## src/rtl/fetch_pkg.sv

```systemverilog
// Shared state encoding, entry layout and constants for the instruction fetch unit.
package fetch_pkg;

    localparam int              XLEN        = 32;
    localparam logic [XLEN-1:0] INSTR_BYTES = 32'd4;

    typedef enum logic [1:0] {
        BOOT  = 2'd0,
        RUN   = 2'd1,
        DRAIN = 2'd2
    } fetch_state_t;

    typedef struct packed {
        logic [XLEN-1:0] pc;
        logic [XLEN-1:0] instr;
    } fetch_entry_t;

    // Without prefetch the queue degenerates to a single holding register.
    function automatic int queue_capacity(input int depth, input bit prefetch_en);
        return prefetch_en ? depth : 1;
    endfunction

endpackage

```

## src/rtl/fetch_queue.sv

```systemverilog
// Circular queue of {pc, instr} entries with push, pop and flush; exposes full/empty/count.
module fetch_queue
    import fetch_pkg::*;
#(
    parameter int DEPTH = 4,
    parameter int CW    = $clog2(DEPTH + 1)
) (
    input  logic            clk,
    input  logic            reset,
    input  logic            i_push,
    input  logic [XLEN-1:0] i_push_pc,
    input  logic [XLEN-1:0] i_push_instr,
    input  logic            i_pop,
    input  logic            i_flush,
    output logic [XLEN-1:0] o_head_pc,
    output logic [XLEN-1:0] o_head_instr,
    output logic            o_full,
    output logic            o_empty,
    output logic [CW-1:0]   o_count
);

    // Two slots minimum so the pointers always have a real bit to wrap.
    localparam int SLOTS = (DEPTH < 2) ? 2 : DEPTH;
    localparam int AW    = $clog2(SLOTS);

    fetch_entry_t  r_mem [SLOTS];
    logic [AW-1:0] r_wr_ptr;
    logic [AW-1:0] r_rd_ptr;
    logic [CW-1:0] r_count;

    // NOTE: the storage array has no reset; pointers and count define validity and the head is masked while empty.
    always_ff @(posedge clk) begin
        if (i_push) begin
            r_mem[r_wr_ptr] <= '{pc: i_push_pc, instr: i_push_instr};
        end
    end

    always_ff @(posedge clk or posedge reset) begin
        if (reset) begin
            r_wr_ptr <= '0;
            r_rd_ptr <= '0;
            r_count  <= '0;
        end else if (i_flush) begin
            r_wr_ptr <= '0;
            r_rd_ptr <= '0;
            r_count  <= '0;
        end else begin
            if (i_push) r_wr_ptr <= r_wr_ptr + AW'(1);
            if (i_pop)  r_rd_ptr <= r_rd_ptr + AW'(1);
            case ({i_push, i_pop})
                2'b10:   r_count <= r_count + CW'(1);
                2'b01:   r_count <= r_count - CW'(1);
                default: r_count <= r_count;
            endcase
        end
    end

    assign o_head_pc    = r_mem[r_rd_ptr].pc;
    assign o_head_instr = r_mem[r_rd_ptr].instr;
    assign o_empty      = (r_count == '0);
    assign o_full       = (r_count == CW'(DEPTH));
    assign o_count      = r_count;

endmodule

```

## src/rtl/instr_fetch_unit.sv

```systemverilog
// Instruction fetch unit: sequential word fetch into a queue, with redirect flush and a one-cycle drain.
// Define FETCH_PREFETCH_EN for a DEPTH-entry prefetch queue; otherwise one word is fetched at a time.
module instr_fetch_unit
    import fetch_pkg::*;
#(
    parameter logic [XLEN-1:0] RESET_PC = 32'h0000_0000,
    parameter int              DEPTH    = 4
) (
    input  logic            clk,
    input  logic            reset,
    output logic [XLEN-1:0] mem_addr,
    output logic            mem_rstrb,
    input  logic [XLEN-1:0] mem_rdata,
    input  logic            redirect_valid,
    input  logic [XLEN-1:0] redirect_pc,
    output logic            instr_valid,
    output logic [XLEN-1:0] instr,
    output logic [XLEN-1:0] instr_pc,
    input  logic            instr_ready
);

`ifdef FETCH_PREFETCH_EN
    localparam bit PREFETCH_EN = 1'b1;
`else
    localparam bit PREFETCH_EN = 1'b0;
`endif
    localparam int QD = queue_capacity(DEPTH, PREFETCH_EN);
    localparam int CW = $clog2(QD + 1);

    fetch_state_t    r_state;
    logic [XLEN-1:0] r_fetch_pc;
    logic [XLEN-1:0] r_req_pc;
    logic            r_inflight;

    logic [CW-1:0]   w_count;
    logic [CW:0]     w_occupancy;
    logic            w_full;
    logic            w_empty;
    logic [XLEN-1:0] w_head_pc;
    logic [XLEN-1:0] w_head_instr;
    logic            w_strobe;
    logic            w_push;
    logic            w_pop;
    logic            w_flush;

    // The outstanding read is counted so its response always has a free slot to land in.
    assign w_occupancy = {1'b0, w_count} + {{CW{1'b0}}, r_inflight};
    assign w_strobe    = (r_state == RUN) && !w_full && (w_occupancy < (CW + 1)'(QD));
    assign w_flush     = redirect_valid && (r_state != BOOT);
    assign w_push      = r_inflight && (r_state == RUN) && !redirect_valid;
    assign w_pop       = instr_valid && instr_ready;

    assign mem_rstrb   = w_strobe;
    assign mem_addr    = r_fetch_pc;
    assign instr_valid = !w_empty;
    assign instr       = w_empty ? '0 : w_head_instr;
    assign instr_pc    = w_empty ? '0 : w_head_pc;

    // NOTE: sequential state uses non-blocking assignments so every register samples pre-edge values.
    always_ff @(posedge clk or posedge reset) begin
        if (reset) begin
            r_state    <= BOOT;
            r_fetch_pc <= RESET_PC;
            r_req_pc   <= '0;
            r_inflight <= 1'b0;
        end else begin
            r_inflight <= w_strobe;
            if (w_strobe) r_req_pc <= r_fetch_pc;
            case (r_state)
                BOOT: r_state <= RUN;
                RUN, DRAIN: begin
                    if (redirect_valid) begin
                        r_state    <= DRAIN;
                        r_fetch_pc <= redirect_pc & ~32'd3;
                    end else begin
                        r_state <= RUN;
                        if (w_strobe) r_fetch_pc <= r_fetch_pc + INSTR_BYTES;
                    end
                end
                default: r_state <= BOOT;
            endcase
        end
    end

    fetch_queue #(
        .DEPTH(QD),
        .CW   (CW)
    ) u_queue (
        .clk         (clk),
        .reset       (reset),
        .i_push      (w_push),
        .i_push_pc   (r_req_pc),
        .i_push_instr(mem_rdata),
        .i_pop       (w_pop),
        .i_flush     (w_flush),
        .o_head_pc   (w_head_pc),
        .o_head_instr(w_head_instr),
        .o_full      (w_full),
        .o_empty     (w_empty),
        .o_count     (w_count)
    );

endmodule

```

## config.mk

```make
export PLATFORM = sky130hd
export DESIGN_NAME = instr_fetch_unit
export DESIGN_NICKNAME = d
export VERILOG_FILES = /design/src/rtl/fetch_pkg.sv /design/src/rtl/fetch_queue.sv /design/src/rtl/instr_fetch_unit.sv
export SDC_FILE = /design/constraint.sdc
export NUM_CORES = 1
export LEC_CHECK = 0
export CAP_MARGIN = 10
export CORE_AREA = 5 5 139 141
export DETAILED_ROUTE_END_ITERATION = 6
export DIE_AREA = 0 0 144 146
export GPL_TIMING_DRIVEN = 0
export PLACE_DENSITY = 0.77
export SYNTH_ARGS = -nofsm -noshare
export SYNTH_HDL_FRONTEND = slang
export SYNTH_SLANG_ARGS = --single-unit
```

## constraint.sdc

```tcl
create_clock -name clk -period 5.7 [get_ports clk]
set_input_delay 1.14 -clock clk [delete_from_list [all_inputs] [get_ports clk]]
set_output_delay 1.14 -clock clk [all_outputs]
set_load 0.05 [all_outputs]
```

## Yosys cells after proc, flatten, opt, wreduce, memory -nomap -nowiden

Memories as Yosys holds them, arrays and structs flattened.
Index checks and enable logic that the tools add are counted.

| operators by class | value |
|---|---|
| add/subtract/negate cells | 6 |
| multiplexer cells | 14 |
| eq/ne operators | 4 |
| reductions and logical operators | 16 |
| $lt $le $gt $ge | 1 |

Operators with widths:

| kind | count |
|---|---|
| 32-bit two-way mux | 4 |
| 32-bit by 3-bit adder with 32-bit output, second input constant | 1 |
| 2-bit nonzero test | 4 |
| 1-bit two-way mux | 7 |
| 1-bit logical AND | 6 |
| 2-bit by 1-bit == test with 1-bit output, second input constant | 2 |
| 2-bit == test, second input constant | 2 |
| 2-bit one-hot mux with 2 select lines | 1 |
| 1-bit adder, second input constant | 3 |
| 3-bit nonzero test | 1 |
| 1-bit by 1-bit adder with 2-bit output | 1 |
| 1-bit zero test | 2 |
| 2-bit zero test | 1 |
| 2-bit by 1-bit less-than comparator with 1-bit output, second input constant | 1 |
| 2-bit two-way mux | 1 |
| 1-bit one-hot mux with 2 select lines | 1 |
| 2-bit AND reduction | 1 |
| 2-bit OR reduction | 1 |
| 1-bit subtractor, second input constant | 1 |

| storage, ports and cells | value |
|---|---|
| input port bits | 68 |
| word-level logic and storage cells | 49 |
| memories | 1 |
| bits in writable memories | 128 |
| output and inout port bits | 98 |
| flip-flop bits (word level) | 70 |

Memories:

| memory | words | width | rd ports | clocked after Yosys merged registers in | write ports | RTL line | source |
|---|---|---|---|---|---|---|---|
| u_queue.r_mem | 2 | 64 | 1 | 0 | 1 | fetch_queue.sv:26 | `fetch_entry_t r_mem [SLOTS];` |

## Logic depth before layout (Yosys ltp)

| logic depth | value |
|---|---|
| depth after elaboration | 6 |
| mapped depth | 9 |
| depth with buffers taken out | 7 |

## Modules after synthesis

From an unflattened synthesis, not the netlist that was laid out.

| second synthesis, totals | value |
|---|---|
| cells, all modules | 674 |
| area total of the unflattened synthesis | 8690.8 sq um |

By module, submodules not included:

| module | area an instance (sq um) | times used | cells an instance | sequential area each (sq um) |
|---|---|---|---|---|
| fetch_queue | 4978.5 | 1 | 213 | 3918.8 |
| instr_fetch_unit | 3712.3 | 1 | 461 | 1576.5 |

## Least setup slack after synthesis

OpenSTA, ideal clock, no wires.

| timing | value |
|---|---|
| kind | input port to flip-flop |
| from | input port redirect_valid |
| to | memory u_queue.r_mem[1][0] (netlist name), enable pin |
| library setup time | 0.571 ns |
| path buffers | 3 |
| data arrival time | 6.286 ns |
| stages on the path | 4 |
| setup slack | -1.157 ns |
| path through | clkbuf_1 -> clkbuf_1 -> clkbuf_1 -> nor3b_1 |

| between the ends | value |
|---|---|
| word-level cells in the longest chain between the ends | 4 |

RTL lines:

| what | RTL line | source |
|---|---|---|
| start, declared | instr_fetch_unit.sv:14 | `input logic redirect_valid,` |
| 1-bit zero test | instr_fetch_unit.sv:50 | `assign w_push = r_inflight && (r_state == RUN) && !redirect_valid;` |
| 1-bit logical AND | instr_fetch_unit.sv:50 |  |
| 1-bit two-way mux | fetch_queue.sv:33 | `if (i_push) begin` |
| 1-bit two-way mux (not written as such) | fetch_queue.sv:34 | `r_mem[r_wr_ptr] <= '{pc: i_push_pc, instr: i_push_instr};` |
| end, declared | fetch_queue.sv:26 |  |

Every way passes these cells.

## Worst setup path after layout

| timing | value |
|---|---|
| from | register r_state[1] |
| to | output port mem_rstrb |

| between the ends | value |
|---|---|
| word-level cells in the longest chain between the ends | 3 |

RTL lines:

| what | RTL line | source |
|---|---|---|
| start, declared | instr_fetch_unit.sv:30 | `fetch_state_t r_state;` |
| start signal, assigned | instr_fetch_unit.sv:62 | `r_state <= BOOT;` |
| start signal, assigned | instr_fetch_unit.sv:70 | `BOOT: r_state <= RUN;` |
| start signal, assigned | instr_fetch_unit.sv:73 | `r_state <= DRAIN;` |
| 2-bit by 1-bit == test with 1-bit output | instr_fetch_unit.sv:48 | `assign w_strobe = (r_state == RUN) && !w_full && (w_occupancy < (CW + 1)'(QD));` |
| 1-bit logical AND (2 in a row) | instr_fetch_unit.sv:48 |  |
| end, declared | instr_fetch_unit.sv:12 | `output logic mem_rstrb,` |

Every way passes these cells.

==> run metrics <==
clk_lat worst skew 0.42 ns; cell at the slowest stage of the critical path clkdlybuf4s50_1; Startpoint Class flip-flop; cells on worst reg2reg path 7; critical path type flip-flop to output port; CP delay by family, top buffers and inverters; sequential element share of the synthesized area 64.8%; Largest stage delay, worst path 0.92 ns; Reg2Reg Setup Slack 3.19 ns; Final Power 5.53 mW; Ports approximately 170; layout cells sized above 1 6.19%; Starting Density 46.5%; Crit Path Max Fanout 11; GRT Overall Usage 19.3%; DR pass1 iterations 5; worst path bufs/invs 5; #FFs+latches synth 190; root buf cell clkbuf_16; area post-placement 10300 µm²; Worst-path clk slew 0.08 ns; Setup violations, final 0; Final Hold Fails 0; via count 5935; Nets approximately 930; ordered list of cells on the worst path inv_1, ha_1, or3b_1, clkbuf_2, clkinv_1, buf_1, clkdlybuf4s50_1; TritonCTS clock tree yes; fill count 1405; Synth warnings 0; Antenna diodes 0; row count slightly below 50; worst-margin pin slew 0.839 ns; PD cells 506 nW/µm²; sinks on the clock net 190; largest net degree at the start of global routing 42; GPL Wtd Cong approximately 0.93; CTS Hold Bufs 0; Post-Syn Instances 672; Final Slew Violations 0; Worst Skew 0.0104 ns; H-tree Lvls 4; Hold EP u_queue.r_mem[0][46]; maximum vdd drop about 430 µV; first-pass GRT wire length 31900 µm; FF-to-FF End u_queue.r_mem[1][25]; Slew headroom 43.9%; post-cts resize count 0; worst flop-to-flop path startpoint r_state[1]; synthesized area 8300 µm²; Area Growth Syn to Fin 31.7%; final cycle utilization of the critical path between 70 and 80%; grt ovf 0; Post-synth ARST share between 30% and 40%; Main synth FF type edfxtp_1; initial antenna violation count 0; hold path depth 0; Final min period about 4.4 ns; hpwl dp approximately 15000 µm; drc violations 0; status complete, no violations; number of max-cap violations 0; final wirelength between 15000 and 20000 µm; post-route cell area 10900 µm²; # Post-CTS Setup Buffers 0; Worst EP arrival approximately 3.2 ns; Netlist cell types 59; vias per std cell about 5.4; Worst EP required about 4.6 ns; Die ar. 21000 µm²; Bufs on Longest Clock Path 2; mean routed wirelength per cell 18.1 µm; port bufs 158; worst hold slack around 0.47 ns; class of the worst hold path flip-flop to flip-flop; Avg Inst Size Synth ~12 µm²; fmax roughly 0.23 GHz; Horiz. Die Dim between 100 and 150 µm; Post-DRT Antenna Nets 0; Leak 3.97 nW; Layout Utilization 61.3%; unrepaired setup endpoints after global routing false; Die H 146 µm; vias in the first global route 5987; total CTS buffers 17; CP endpoint kind output port; number of synthesized flops with an enable pin ~120; Core Area between 15000 and 20000 µm²; worst hold path startpoint r_req_pc[14]; drt initial violations around 450
[power by group]
group | total [mW] | leakage, nW | internal [mW] | switching (mW)
clock | 1.17 | 0.296 | 0.628 | 0.545
combinational | 2.27 | 1.76 | 0.781 | 1.49
sequential | 2.09 | 1.92 | 1.81 | 0.278
total | 5.53 | 3.97 | 3.22 | 2.31
[layer usage]
layer | global-route usage, % | part of all wire (%) | vias up | routed length [µm]
met2 | 31.4 | 48 | 272 | 9620
li1 | - | - | 2820 | -
met1 | 26.0 | 42 | 2818 | 8420
met5 | 0 | 0 | - | 0
met3 | 4.73 | 8.2 | 25 | 1630
met4 | 5.18 | 1.3 | 0 | 253
[cell usage after synthesis (3+ instances only)]
master,number,area [µm²]
or3_1,10,62.6
nor3_1,12,60.1
nor4_1,5,31.3
edfxtp_1,124,3720
nand4_1,12,75.1
a21oi_1,18,90.1
and3_1,12,75.1
a311oi_1,10,87.6
nor2_1,21,78.8
nand2_1,94,353
inv_1,13,48.8
or4_1,3,22.5
mux2i_1,65,651
dfrtp_1,66,1650
nand3_1,13,65.1
ha_1,4,50.1
buf_1,7,26.3
buf_4,4,30.0
xor2_1,3,26.3
o21ai_0,27,135
a211oi_1,3,22.5
nor2b_1,64,400
and2_1,4,25.0
clkbuf_1,29,109
[flip-flops by register name (all words and copies together) (netlist names)]
register / cells
r_inflight: 1
u_queue.r_mem: 124
u_queue.r_rd_ptr: 1
mem_addr: 30
r_state: 2
u_queue.r_wr_ptr: 1
r_req_pc: 30
u_queue.o_count: 1
[layout by cell type (no fill, tap or decap), types with 3 or more instances in the layout]
| master | n |
|---|---|
| a211oi_1 | 3 |
| a21oi_1 | 18 |
| a311oi_1 | 10 |
| and2_1 | 4 |
| and3_1 | 12 |
| buf_1 | 7 |
| buf_4 | 4 |
| buf_8 | 4 |
| clkbuf_1 | 29 |
| clkbuf_16 | 17 |
| clkdlybuf4s50_1 | 158 |
| conb_1 | 4 |
| dfrtp_1 | 66 |
| edfxtp_1 | 124 |
| ha_1 | 4 |
| inv_1 | 12 |
| inv_6 | 4 |
| inv_8 | 5 |
| mux2i_1 | 65 |
| nand2_1 | 94 |
| nand3_1 | 13 |
| nand4_1 | 12 |
| nor2_1 | 21 |
| nor2b_1 | 64 |
| nor3_1 | 11 |
| nor4_1 | 5 |
| o21ai_0 | 27 |
| or3_1 | 10 |
| or4_1 | 3 |
| xor2_1 | 3 |
[through the flow]
step | instances | setup WS, ns | TNS (ns)
finish | 1101 | 1.33 | 0
global route | 1101 | 1.14 | 0
CTS | 1101 | 1.32 | 0
detailed placement | 1069 | 1.80 | 0
global placement | 1062 | -0.610 | -72.81
floorplan | 675 | 1.04 | 0
[final cells by class]
type / instances / area (µm²) / area share, %
inverters: 14 / 52.6 / 0.481
well taps: 229 / 287 / 2.62
multi-input cells: 427 / 2720 / 24.9
clock buffers: 17 / 425 / 3.89
clock inverters: 15 / 168 / 1.53
repair buffers: 165 / 1720 / 15.7
flip-flops and latches: 190 / 5380 / 49.2
plain buffers: 44 / 185 / 1.69
[cell families after synthesis]
family          after synthesis  synth area share, %
compound gates               86                 6.97
xor+xnor                      3                0.317
fa+ha+maj                     4                0.603
buf+inv                      58                 2.86
flops                       190                 64.8
mux                          66                 7.98
other cells                   1               0.0452
simple gates                264                 16.5
[worst max-delay path by stage]
| stage | start | endpoint | slack, ns | cells after the start |
|---|---|---|---|---|
| 6_report | r_state[1] | mem_rstrb | 1.33 | 7 |
| 5_1_grt | r_state[1] | mem_rstrb | 1.14 | 7 |
| 4_1_cts | r_state[1] | mem_rstrb | 1.32 | 7 |
| 3_5_place_dp | r_state[1] | mem_rstrb | 1.80 | 7 |
| 3_3_place_gp | redirect_valid | u_queue.r_mem[0][23] | -0.61 | 4 |
| 2_1_floorplan | redirect_valid | u_queue.r_mem[0][0] | 1.04 | 4 |
Power figures use the tool's default switching activity.
